`src/rtl/game_count.sv`:
```
// rtl/game_count.sv - credit countdown with prescaled tick, boost rate and red/yellow lamps
module game_count #(
    parameter int TICK_DIV   = 1,
    parameter int WARN_LEVEL = 10,
    parameter int WIDTH      = 10
) (
    input  logic             clk,
    input  logic             rst_n,
    input  logic             set,
    input  logic [WIDTH-1:0] money,
    input  logic             boost,
    output logic             red,
    output logic             yellow,
    output logic [WIDTH-1:0] remain
);

    localparam int PW = (TICK_DIV > 1) ? $clog2(TICK_DIV) : 1;
    localparam logic [PW-1:0]    PRE_MAX = PW'(TICK_DIV - 1);
    localparam logic [WIDTH-1:0] WARN_V  = WIDTH'(WARN_LEVEL);

    logic [PW-1:0]    prescaler;
    logic             tick;
    logic [WIDTH-1:0] step;
    logic [WIDTH-1:0] next_remain;

    assign tick = (remain != '0) && (prescaler == PRE_MAX);
    assign step = boost ? WIDTH'(2) : WIDTH'(1);

    // Saturating subtract: a step larger than the balance lands on zero, never wraps.
    assign next_remain = (remain > step) ? (remain - step) : '0;

    always_ff @(posedge clk) begin
        if (!rst_n) begin
            remain    <= '0;
            prescaler <= '0;
        end else if (set) begin
            remain    <= money;
            prescaler <= '0;
        end else if (remain == '0) begin
            prescaler <= '0;
        end else if (tick) begin
            remain    <= next_remain;
            prescaler <= '0;
        end else begin
            prescaler <= prescaler + PW'(1);
        end
    end

    assign red    = (remain == '0);
    assign yellow = (remain != '0) && (remain < WARN_V);

endmodule

```
`config.mk`:
```
export PLATFORM = sky130hd
export DESIGN_NAME = game_count
export DESIGN_NICKNAME = d
export VERILOG_FILES = /design/src/rtl/game_count.sv
export SDC_FILE = /design/constraint.sdc
export NUM_CORES = 1
export LEC_CHECK = 0
export CORE_UTILIZATION = 43
export CTS_CLUSTER_DIAMETER = 150
export DETAILED_ROUTE_END_ITERATION = 10
export PLACE_DENSITY_LB_ADDON = 0.15
export SYNTH_ARGS = -nofsm -noshare
export SYNTH_HDL_FRONTEND = slang
export SYNTH_SLANG_ARGS = --single-unit
```
`constraint.sdc`:
```
create_clock -name clk -period 2.2 [get_ports clk]
set_input_delay 0.44 -clock clk [delete_from_list [all_inputs] [get_ports clk]]
set_output_delay 0.44 -clock clk [all_outputs]
set_load 0.1 [all_outputs]
```
==> results of run 1 <==
synthesized netlist by cell type (all sizes together):
master  instances  area (um^2)
xnor2           1         8.76
o41ai           1         27.5
o31ai           1         7.51
a31oi           2         12.5
nand3           1         5.00
nor4            2         12.5
o31a            2         18.8
buf             2         15.0
or4             2         18.8
and3            1         7.51
conb            1         3.75
a211oi          1         7.51
nor2b           1         6.26
fa              1         20.0
and2            3         18.8
o311ai          2         17.5
ha              2         25.0
a21o            1         7.51
nand2          12         45.0
a22oi           4         30.0
nor2            3         11.3
a21oi           5         28.8
o21ai           9         45.0
o211ai          2         15.0
inv             5         18.8
nand2b          1         6.26
dfxtp          11          220
nor3            4         20.0
nand3b          2         15.0
or3             2         13.8
or2             2         12.5
per-layer routing:
metal | up-vias | global-route usage, % | part of all wire, %
met5 | - | 0 | 0
met4 | 0 | 7.27 | 1.2
met3 | 5 | 6.38 | 4.6
met2 | 23 | 45.2 | 54
met1 | 396 | 27.2 | 41
li1 | 414 | - | -
logic make-up after synthesis:
group | after synthesis | share of synthesized area, %
compound gates | 30 | 30.2
xor+xnor | 1 | 1.21
fa+ha+maj | 3 | 6.24
buf+inv | 7 | 4.68
flops | 11 | 30.5
other cells | 1 | 0.519
simple gates | 36 | 26.7
layout make-up:
| type | count | area (um^2) | share of cell area [%] |
|---|---|---|---|
| Multi-Input combinational cell | 71 | 552 | 45.0 |
| Timing Repair Buffer | 41 | 368 | 30.0 |
| Sequential cell | 11 | 240 | 19.6 |
| Clock buffer | 4 | 26.3 | 2.15 |
| Tap cell | 16 | 20.0 | 1.63 |
| Inverter | 5 | 18.8 | 1.53 |
path summary, 6_finish.rpt:
| kind | endpoint | slack, ns | startpoint |
|---|---|---|---|
| hold reg to reg | remain[0] | 0.52 | remain[0] |
| setup reg to reg | remain[9] | 0.16 | remain[6] |
| setup / recovery | yellow | 0.08 | remain[6] |
| hold / removal | remain[0] | 0.52 | remain[0] |
state kept, by name, summed over array words and instances, names as in the netlist:
register,flops
prescaler,1
remain,10
power by group:
group	leakage (uW)	switching, uW	internal (uW)
Clock	0.0000150	73.8	70.5
Sequential	0.0000954	33.3	222
Combinational	0.000394	312	181
timing repair:
action / 4_1_cts / 5_1_grt
buffers inserted: 1 / 2
gates resized for setup: 3 / 9
pin swaps: 1 / 9
hold endpoints to repair: 0 / 0
endpoints found under the setup margin: 4 / 8
gates cloned: 0 / 0
critical path, stage by stage, from the launching register on:
cell,delay [ns]
dfxtp_2,0.34
or4_4,0.58
nor2_2,0.12
and3_4,0.19
buf_12,0.17
per-stage QoR:
step	worst slack [ns]	hold WS [ns]	cells	total power, uW
final	0.0798	0.523	148	893
after global routing	0.0268	0.561	148	930
after CTS	0.00863	0.528	146	864
after detailed placement	-0.329	0.510	141	712
after global placement	-0.283	0.506	141	705
after floorplan	-0.175	0.549	89	568
==> metrics, run 1 <==
VDD IR-drop max 464 uV; post-synthesis sequential area ratio a little under a third; clock latency on the worst-skew pair approximately 0.28 ns; Sink Count 11; Pwr Density 729 nW/um^2; Post-CTS Hold Buffers 0; Initial Util ~47%; fin nets 150; Mapped Avg Cell Area approximately 8 um^2; Least-Margin Pin Slew around 0.5 ns; initial antenna violation count 0; fmax between 0.4 and 0.5 GHz; vias per std cell around 5.7; Area Overhead vs Synth 69.7%; Core Area approximately 1500 um^2; port buffer count 25; vias ~840; RSZ-0062 raised after global routing no; clock transition at the registers of the reported paths 0.07 ns; layout cells sized above 1 47.0%; fillers ~110; Initial DRT Pass Iterations 4; CTS buffer count 3; DRC Markers 0; Critical Path AT roughly 1.7 ns; most common cell after layout, fill and taps aside buf_4; Max-Cap Viols 0; min Tclk post-route 2.12 ns; post-synthesis net count around 110; CTS H-tree depth 1; HPWL Detailed between 1000 and 1500 um; path type of the worst setup path register to output pin; Hold Path Class register to register; setup TNS 0 ns; number of synthesized register bits 11; largest net degree at the start of global routing 11; hold path depth 2; Setup crit end kind output pin; Die H ~43 um; FP Rows 14; Setup crit start kind register; CTS Buffer Depth 2; slew margin rel. 66.6%; Final Core Density between 70% and 80%; Fin. Hold Viols 0; CTS tree built; Mapped Cells 89; # diodes 0; GRT Util Overall 24.5%; worst r2r path cells 6; Max Slew Vio Count 0; 1st-iter DRT viols 21; Root Buffer clkbuf_4; first-pass GRT wire length 3410 um; RePlAce Congestion 0.778; die area 1850 um^2; Yosys cell types 37; Clock Skew about 0.0061 ns; Die Wd 43.0 um; vias in the first global route 801; Leak 0.000505 uW; final WL around 2100 um; DRT antenna net count 0; io pins 26; Worst Path Max Fanout 6; routed length per instance around 14 um; Placed Area 1110 um^2; area of the mapped netlist about 720 um^2; synth warn 0; Final Instance Area between 1000 and 1500 um^2; Crit path required time about 1.8 ns; crit share post-route approximately 96%; gr ovfl total 0; final setup vio count 0; status complete, no violations; commonest non-fill, non-tap cells in the layout 26 x buf_4, 12 x nand2_1, 12 x clkdlybuf4s50_1
Note: power is estimated with default switching activity, not from simulation.
==> run 2, diff against run 1 <==
--- a/config.mk
+++ b/config.mk
@@ -12,3 +12,4 @@
 export SYNTH_ARGS = -nofsm -noshare
 export SYNTH_HDL_FRONTEND = slang
 export SYNTH_SLANG_ARGS = --single-unit
+export TNS_END_PERCENT = 5
==> metrics, run 2 (same netlist as run 1, synthesis figures left out) <==
status complete, no violations; die area 1850 um^2 (unchanged); 1st-iter DRT viols 12 (-43%); Initial Util 46.8% (unchanged); biggest regs remain x10, prescaler x1; clock power share 15.9% (-0.3 points); Hold Crit Start remain[0]; VDD IR-drop max 490 uV (+5.6%); worst reg2reg startpoint remain[0]; Sw Ratio 46.5% (-0.43 points); final worst slack 0.0578 ns (-0.0220 ns); first-pass GRT wire length 3420 um (+0.21%); fmax 0.467 GHz (-1.0%); CTS buffer count 3 (unchanged); Hold EP remain[0]; final WL 2010 um (-5.5%); Logic pwr share 55.0% (-0.2 points); port buffer count 25 (unchanged); Max Slew Vio Count 0 (unchanged); largest net degree at the start of global routing 11 (unchanged); Tot Pwr 874 uW (-2.1%); Setup crit start kind register; clock transition at the registers of the reported paths 0.07 ns (about the same); Most flops, register remain; min Tclk post-route 2.14 ns (+0.0220 ns); vias in the first global route 808 (+0.87%); DRT antenna net count 0 (unchanged); Int Power 468 uW (-1.3%); Pwr Density 728 nW/um^2 (about the same); RePlAce Congestion 0.793 (+2.0%); RSZ-0062 raised after global routing no; fin nets 149 (-0.67%); final setup vio count 0 (unchanged); CTS tree built; CTS H-tree depth 1 (unchanged); GRT Util Overall 24.1% (-0.37 points); reg2reg end remain[6]; commonest non-fill, non-tap cells in the layout 25 x buf_4, 12 x nand2_1, 12 x clkdlybuf4s50_1; hold path depth 2 (unchanged); Critical Path AT 1.70 ns (+0.02 ns); Die Wd 43.0 um (unchanged); CTS Buffer Depth 2 (unchanged); R2R Setup Slk 0.24 ns (+0.08 ns); clock latency on the worst-skew pair 0.27 ns (about the same); placed cell count 141 (unchanged); most common cell after layout, fill and taps aside buf_4; gr ovfl total 0 (unchanged); Crit path required time 1.76 ns (about the same); crit share post-route 97.4% (+1.0 points); Sequential Power Share 29.1% (+0.5 points); initial antenna violation count 0 (unchanged); max reg flops 10 (unchanged); Setup crit end kind output pin; HPWL Detailed 1490 um (-0.18%); final std cells w/o fill 147 (-0.68%); vias 813 (-3.0%); Core Area 1540 um^2 (unchanged); Sink Count 11 (unchanged); # diodes 0 (unchanged); Leak 0.000499 uW (-1.2%); layout cells sized above 1 44.3% (-2.7 points); Post-CTS Hold Buffers 0 (unchanged); routed length per instance 13.7 um (-4.9%); Root Buffer clkbuf_4; vias per std cell 5.53 (-2.3%); FP Rows 14 (unchanged); DRC Markers 0 (unchanged); Clock Skew 0.00346 ns (-0.00266 ns); worst r2r path cells 8 (+2); path type of the worst setup path register to output pin; setup TNS 0 ns (unchanged); Fin. Hold Viols 0 (unchanged); Die H 43.0 um (unchanged); pre-CTS setup slack -0.375 ns (-0.0465 ns); switching pwr 406 uW (-3.0%); io pins 26 (unchanged); Hold Path Class register to register; Max-Cap Viols 0 (unchanged); Worst Path Max Fanout 6 (unchanged); Area Overhead vs Synth 66.2%; Initial DRT Pass Iterations 4 (unchanged)
==> run 2: power groups by stage <==
stage                     logic (uW)  clock network, uW  registers [uW]
after global routing             505                157             259
after CTS                        463                148             253
after detailed placement         452                  0             258
final                            480                139             254
after floorplan                  185                  0             381
after global placement           446                  0             256
==> run 2: worst max path at each step <==
stage / from / cells after the start / end / slack [ns]
6_report: remain[6] / 4 / yellow / 0.06
5_1_grt: remain[6] / 4 / yellow / 0.009
4_1_cts: remain[6] / 4 / yellow / 0.0003
3_5_place_dp: boost / 9 / remain[6] / -0.38
3_3_place_gp: boost / 10 / remain[6] / -0.33
2_1_floorplan: remain[2] / 3 / red / -0.18
==> run 2: metal layers <==
| layer | track usage [%] | vias to the layer above | part of all wire, % |
|---|---|---|---|
| met2 | 45.2 | 23 | 52 |
| met3 | 5.11 | 2 | 4.6 |
| met5 | 0 | - | 0 |
| li1 | - | 414 | - |
| met1 | 26.9 | 374 | 43 |
| met4 | 7.27 | 0 | 0.65 |
==> run 2: what timing repair did <==
action,4_1_cts,5_1_grt
gates cloned,0,0
setup endpoints to repair,6,10
resized for setup,3,8
setup buffers,1,1
pin swaps,1,7
==> run 2: worst max-delay path, stage by stage, from the launching register on <==
cell,delay [ns]
dfxtp_2,0.35
or4_4,0.59
nor2_2,0.13
and3_4,0.20
buf_12,0.17
==> run 2: cell type report <==
type	count	area (um^2)
clock buffer	4	26.3
tap	16	20.0
timing repair buffer	40	360
inverter	5	18.8
fill	111	342
sequential	11	238
multi-input combinational	71	537
==> run 2: stage by stage <==
stage | util, % | instance area, um^2 | hold WS [ns]
2_1_floorplan | - | 758 | 0.549
3_3_place_gp | 71.8 | 1110 | 0.506
3_5_place_dp | 71.8 | 1110 | 0.499
4_1_cts | 74.8 | 1150 | 0.518
5_1_grt | 77.8 | 1200 | 0.560
6_report | 77.8 | 1200 | 0.527
